$ cat src/rtl/reg_file_wb.sv
// 32-entry register file: one-hot write decode, two combinational read ports,
// register 0 hard-wired to zero, optional same-cycle write forwarding.

module reg_file_wb_cell #(
  parameter int WIDTH = 32
) (
  input  logic             CLK,
  input  logic             CLRN,
  input  logic             we,
  input  logic [WIDTH-1:0] d,
  output logic [WIDTH-1:0] q
);
  always_ff @(posedge CLK or negedge CLRN) begin
    if (!CLRN)   q <= '0;
    else if (we) q <= d;
  end
endmodule

module reg_file_wb #(
  parameter int WIDTH  = 32,
  parameter int ADDR_W = 5,
  parameter int BYPASS = 1
) (
  input  logic                 CLK,
  input  logic                 CLRN,
  input  logic                 WE,
  input  logic [ADDR_W-1:0]    WN,
  input  logic [WIDTH-1:0]     D,
  input  logic [ADDR_W-1:0]    RNA,
  input  logic [ADDR_W-1:0]    RNB,
  output logic [WIDTH-1:0]     QA,
  output logic [WIDTH-1:0]     QB,
  output logic [2**ADDR_W-1:0] WDEC
);
  localparam int DEPTH = 2**ADDR_W;

  logic [WIDTH-1:0] regs [DEPTH];

  // Entry 0 has no storage; its decode bit is tied low so writes to it vanish.
  assign regs[0] = '0;
  assign WDEC[0] = 1'b0;

  // WE gates first so an unknown WN with WE=0 still yields a clean zero strobe.
  generate
    for (genvar gi = 1; gi < DEPTH; gi++) begin : g_reg
      assign WDEC[gi] = WE & CLRN & (WN == ADDR_W'(gi));
      reg_file_wb_cell #(.WIDTH(WIDTH)) u_cell (
        .CLK  (CLK),
        .CLRN (CLRN),
        .we   (WDEC[gi]),
        .d    (D),
        .q    (regs[gi])
      );
    end
  endgenerate

  // WDEC already folds in WE, CLRN and WN!=0, so it doubles as the forward hit.
  always_comb begin
    QA = regs[RNA];
    QB = regs[RNB];
    if (BYPASS != 0 && WDEC[RNA]) QA = D;
    if (BYPASS != 0 && WDEC[RNB]) QB = D;
    if (!CLRN) begin
      QA = '0;
      QB = '0;
    end
  end
endmodule

$ cat config.mk
export PLATFORM = sky130hd
export DESIGN_NAME = reg_file_wb
export DESIGN_NICKNAME = d
export VERILOG_FILES = /design/src/rtl/reg_file_wb.sv
export SDC_FILE = /design/constraint.sdc
export NUM_CORES = 2
export LEC_CHECK = 0
export ABC_AREA = 1
export CAP_MARGIN = 20
export CELL_PAD_IN_SITES_DETAIL_PLACEMENT = 1
export CELL_PAD_IN_SITES_GLOBAL_PLACEMENT = 1
export CORE_UTILIZATION = 52
export CTS_CLUSTER_SIZE = 25
export DETAILED_ROUTE_END_ITERATION = 6
export DONT_BUFFER_PORTS = 1
export HOLD_SLACK_MARGIN = 0.12
export PLACE_DENSITY_LB_ADDON = 0.3
export SLEW_MARGIN = 20
export SYNTH_ARGS = -nofsm -noshare
export SYNTH_HDL_FRONTEND = slang
export SYNTH_SLANG_ARGS = --single-unit
export TNS_END_PERCENT = 20
$ cat constraint.sdc
create_clock -name CLK -period 3.5 [get_ports CLK]
set_input_delay 0.7 -clock CLK [delete_from_list [all_inputs] [get_ports CLK]]
set_output_delay 0.7 -clock CLK [all_outputs]
set_load 0.02 [all_outputs]
# Yosys cells after proc, flatten, opt, wreduce, memory -nomap -nowiden
# Cells that the tools add are included.
# Widths: inputs -> output; s select.
[classes]
mux = 14
eq_ne = 31
n_lt_le_gt_ge = 4
n_bitwise = 34
[op_table]
columns = ["operator", "count"]
rows = [
  ["$bmux 32 s5", 2],
  ["$mux 32", 8],
  ["$eq 5x5->1 const B", 16],
  ["$eq 5x4->1 const B", 8],
  ["$and 1x1->1", 32],
  ["$eq 5x3->1 const B", 4],
  ["$ge 6x6->1 const B", 2],
  ["$lt 5x6->1 const B", 2],
  ["$not 5->6", 2],
  ["$bmux 1 s5", 2],
  ["$eq 5x2->1 const B", 2],
  ["$eq 5x1->1 const B", 1],
  ["$mux 1", 2],
]
[word_totals]
register_bits = 992
in_bits = 50
word_cells = 114

# Depth between registers and ports, before layout
[depth]
ltp_word = 6
mapped_depth = 15
depth_no_buf = 13

# Hierarchy
# From an unflattened synthesis, not the netlist that was laid out.
[unflattened]
cells_unflattened = 8267
hier_area_um2 = 59676.0
[modules_own_cells]
columns = ["mod", "seq_area_each_um2", "area_each_um2", "cells_each", "n_inst"]
rows = [
  ["reg_file_wb_cell", 800.8, 1292.5, 136, 31],
  ["reg_file_wb", 0.0, 19608.8, 4051, 1],
]

# Worst setup path after synthesis
# No wires, ideal clock.
[synth_timing]
kind = "in2out"
start = "input RNB[1]"
end = "output QB[29]"
cell_stages = 11
path_slack_ns = 0.597
n_path_buf = 3
required_ns = 2.800
arrival_ns = 2.203
cell_sequence = "buf_2 > inv_2 > nand2_2 > buf_2 > clkbuf_1 > o2111ai_1 > nand3_1 > nand3_1 > nand2_1 > nor2_1 > nor2_1"
[synth_via]
elab_chain_len = 6
elab_cells_between_ends = 8
[synth_rtl]
columns = ["item", "line_no", "rtl"]
rows = [
  ["from (decl)", "30", "input logic [ADDR_W-1:0] RNB,"],
  ["$not 5->6 (not written as such)", "60", "QB = regs[RNB];"],
  ["$bmux 32 s5", "60", ""],
  ["$mux 32 (not written as such) (2 in a row)", "60", ""],
  ["$mux 32 *", "62", "if (BYPASS != 0 && WDEC[RNB]) QB = D;"],
  ["$mux 32 *", "63", "if (!CLRN) begin"],
  ["to (decl)", "32", "output logic [WIDTH-1:0] QB,"],
]
# Every way passes the cells marked *; elsewhere a longest branch is shown, timed or not. The select of a mux whose other input is x is not followed.

# Worst setup path in the final report
[layout_timing]
start = "input RNB[1]"
end = "output QB[9]"
# Same word-level chain as after synthesis.

==> flow_summary.rst <==
.. list-table::
   :header-rows: 1

   * - Metric
     - Value
   * - Worst-case setup margin in the final layout
     - -189 ps
   * - Max Clock Skew
     - 0 ps
   * - Final-layout worst hold slack
     - 129 ps
   * - Input/output buffers
     - 0
   * - Worst voltage drop across the vdd grid
     - 0.417 mV
   * - Number of search-and-repair iterations in the first detailed-routing pass
     - 6
   * - Leakage
     - 28.0 nW
   * - Die Span Y
     - approximately 330 um
   * - Initial Utilization
     - a little over half
   * - Non-Filler Instances
     - 8680
   * - Register name with the most flops
     - g.u_cell.q
   * - Routed via count divided by cell count
     - 6.89
   * - Synth cell types
     - 23
   * - Type of the most critical hold path
     - in2async
   * - Top cell type's share of synthesized area
     - 45.5%
   * - GRT Resource Usage Total
     - 46.3%
   * - Critical path's slowest cell
     - sky130_fd_sc_hd__inv_4
   * - Post-synth top flop
     - sky130_fd_sc_hd__dfrtp_1
   * - Status
     - finished with violations
   * - Post-detailed-routing wire length
     - 256 mm
   * - Number of cells after detailed placement
     - 8423
   * - Capturing element type of the critical path
     - output pin
   * - Fraction of power spent switching nets
     - 31.4%
   * - Number of vias in the routed layout
     - 59800
   * - Area contributors post-synth
     - sky130_fd_sc_hd__dfrtp_1, sky130_fd_sc_hd__nand2_1, sky130_fd_sc_hd__o21ai_0
   * - Area growth from synthesis to layout
     - 12.9%
   * - Count of yosys warnings during synthesis
     - 0
   * - Pin count of the biggest net entering global routing
     - ~1100
   * - Flop pwr share
     - a little over two fifths
   * - Final instance area
     - 61600 sq um
   * - Final setup vio count
     - 60
   * - Kind of cell with the highest combined delay on the critical path
     - simple AND/OR/NAND/NOR gates
   * - Post-synthesis cell area
     - 54600 sq um
   * - Top-Level Pins
     - 146
   * - Least-Margin Pin Slew
     - 1130 ps
   * - Internal
     - between 20 and 25 mW
   * - GRT overflow
     - 0
   * - Peak per-stage delay on the critical path
     - roughly 270 ps
   * - Time the worst path needs with I/O delays and setup
     - 3690 ps
   * - Max_slew headroom
     - 24.8%
   * - Total placed instance area
     - ~57000 sq um
   * - Max-cap viol count
     - 0
   * - TritonCTS clock tree
     - built
   * - Syn Nets
     - roughly 7500
   * - Row count
     - 118
   * - Power share of the combinational group
     - between 15 and 20%
   * - Cell Pwr Density
     - roughly 530 nW/um^2
   * - Sw Pwr
     - 10.2 mW
   * - Portion of the post-synthesis area used by sequential elements
     - between 40% and 50%
   * - Global-route wire length before repair
     - 377 mm
   * - Total CTS buffers
     - 111
   * - Critical path data required time
     - around 2800 ps
   * - Post-route fraction of the period consumed by the critical path
     - 105%
   * - Cell seen most often among critical-path stages
     - sky130_fd_sc_hd__nand2_1
   * - Die span in x
     - 326 um
   * - Die footprint
     - 106000 sq um
   * - Crit path max fanout
     - 224
   * - Fmax
     - 271 MHz
   * - Nature of the critical path startpoint
     - primary input
   * - Via count of the first global-routing pass
     - 61400
   * - GPL Wtd Cong
     - 0.893
   * - Crit-path cells
     - inv_4 > nand2_8 > inv_2 > nand3_1 > nand2_1 > inv_1 > nand2_1 > nand3_1 > nand2_1 > nand2_1 > nand2_2 > buf_12 > nor2_1 > nor2_1 > buf_4
   * - Commonest cells post-synth
     - sky130_fd_sc_hd__nand2_1, sky130_fd_sc_hd__o21ai_0, sky130_fd_sc_hd__dfrtp_1, sky130_fd_sc_hd__nand3_1, sky130_fd_sc_hd__clkbuf_1
   * - Clock transition at path regs
     - 70 ps
   * - Initial antenna violation count
     - 9
   * - Layout fillers
     - 12800
   * - Core region area
     - 104000 sq um
   * - Number of hold violations in the final report
     - 0
   * - Final net count
     - 7253
   * - Number of buffers and inverters on the critical path
     - 5
   * - Synthesized instance count
     - 7464
   * - Violations in the final reports
     - setup timing
   * - Number of sinks on the clock net
     - about 990
   * - Flip-flop count of the largest register, all copies and words added
     - 992
   * - Master cell of the clock root buffer
     - sky130_fd_sc_hd__clkbuf_16
   * - Number of antenna-violating nets in the routed design
     - 0
   * - Registers with the most flip-flops
     - g.u_cell.q x992
   * - Number of DRC violations after detailed routing
     - 0
   * - Ratio of cells with drive above 1 in the final layout
     - under 10%
   * - Number of H-tree levels
     - 3
   * - Path type of the worst setup path
     - in2out
   * - Number of synthesized flops with an enable pin
     - 0
   * - Initial DRC Count
     - around 7400
   * - Yosys top cell by area
     - sky130_fd_sc_hd__dfrtp_1
   * - Worst path arrival time
     - about 3000 ps
   * - Setup slack at placement
     - -254 ps
   * - Library cell with the highest instance count after synthesis
     - sky130_fd_sc_hd__nand2_1
   * - Average instance area after synthesis
     - 7.31 sq um
   * - Post-DP HPWL
     - 134 mm
   * - Largest buffer count on any clock path
     - 3
   * - Final routed wire length divided by cell count
     - 29.5 um
   * - Proportion of register bits with asynchronous set or reset after synthesis
     - 100%
   * - Max Slew Vio Count
     - 0
   * - Clock network latency to the later pin of the worst-skew pair
     - about 730 ps
   * - Flip-flop and latch count after synthesis
     - 992
   * - Clock network fraction of total power
     - roughly two fifths
   * - Unrepaired setup endpoints after global routing
     - true
[logic make-up after synthesis]
kind of cell,share of synthesized area [%]
simple gates,25.3
compound gates,20.8
buf+inv,8.37
flops,45.5
other cells,0.00687
[layout make-up]
| type | count | area, sq um | share of cell area (%) |
|---|---|---|---|
| repair buffers | 373 | 4280 | 6.94 |
| flip-flops and latches | 992 | 24800 | 40.3 |
| multi-input cells | 5358 | 25500 | 41.4 |
| clock buffers | 149 | 3200 | 5.20 |
| inverters | 367 | 1420 | 2.30 |
| clock inverters | 57 | 663 | 1.08 |
| diodes | 4 | 10.0 | 0.0162 |
| well taps | 1380 | 1730 | 2.80 |
[power groups by stage]
stage          combinational (mW)  clock [mW]  sequential, mW
6_report                     5.65        12.6            14.2
5_1_grt                      6.15        13.0            14.3
4_1_cts                      5.07        12.6            14.1
3_5_place_dp                 4.94           0            14.3
3_3_place_gp                 4.63           0            14.2
2_1_floorplan                3.54           0            13.9
[layer usage]
layer | part of all wire, % | global-route usage, % | wire length [um] | vias to the layer above
li1 | - | - | - | 24600
met1 | 36 | 57.4 | 91200 | 29600
met2 | 43 | 70.6 | 111000 | 4305
met3 | 13 | 12.0 | 32800 | 1373
met4 | 8.2 | 32.5 | 21000 | 12
met5 | 0.046 | 0 | 117 | -
[layout by cell type, fill, tap and decap left out, drive strengths merged, types with 33 or more instances in the layout]
cell     netlist  routed
o211ai       144     144
nor2         192     192
clkbuf       506     162
o21ai       1188    1188
nand3        799     799
o2111ai      306     306
buf          241     351
clkinv         2      33
a21oi        304     304
dfrtp        992     992
inv          365     369
nand2       2394    2394
[per-stage QoR]
stage / setup TNS, ps / power [mW] / utilization, %
final: -3440 / 32.5 / 59.4
after global placement: -10750 / 18.8 / 54.7
after floorplan: 0 / 17.5 / -
after CTS: 0 / 31.8 / 58.5
after detailed placement: -11900 / 19.2 / 54.7
after global routing: -3820 / 33.5 / 59.4
[worst reg2reg max path, cell delays in order (launching register included)]
cell and delay [ps]:
sky130_fd_sc_hd__dfrtp_1 450, sky130_fd_sc_hd__nand2_1 120, sky130_fd_sc_hd__o21ai_0 190
[path summary, 6_finish.rpt]
path | from | endpoint | slack [ps] | depth (start not counted)
min in group CLK | D[0] | g_reg[24].u_cell.q[0]$_DFFE_PN0P_ | 290 | 2
worst max register to register | g_reg[29].u_cell.q[6]$_DFFE_PN0P_ | g_reg[29].u_cell.q[6]$_DFFE_PN0P_ | 2530 | 2
max in group asynchronous | CLRN | g_reg[15].u_cell.q[4]$_DFFE_PN0P_ | 2200 | 2
worst min-delay path | CLRN | g_reg[30].u_cell.q[12]$_DFFE_PN0P_ | 130 | 2
worst min register to register | g_reg[20].u_cell.q[19]$_DFFE_PN0P_ | g_reg[20].u_cell.q[19]$_DFFE_PN0P_ | 480 | 2
worst max-delay path | RNB[1] | QB[9] | -190 | 15
[what timing repair did]
item | CTS | global route
setup endpoints to repair | 64 | 201
buffers inserted | 2 | 13
hold endpoints to repair | 992 | 278
resized for setup | 11 | 16
pin swaps | 3 | 6
gates cloned | 1 | 13
(Power assumes the default switching activity.)
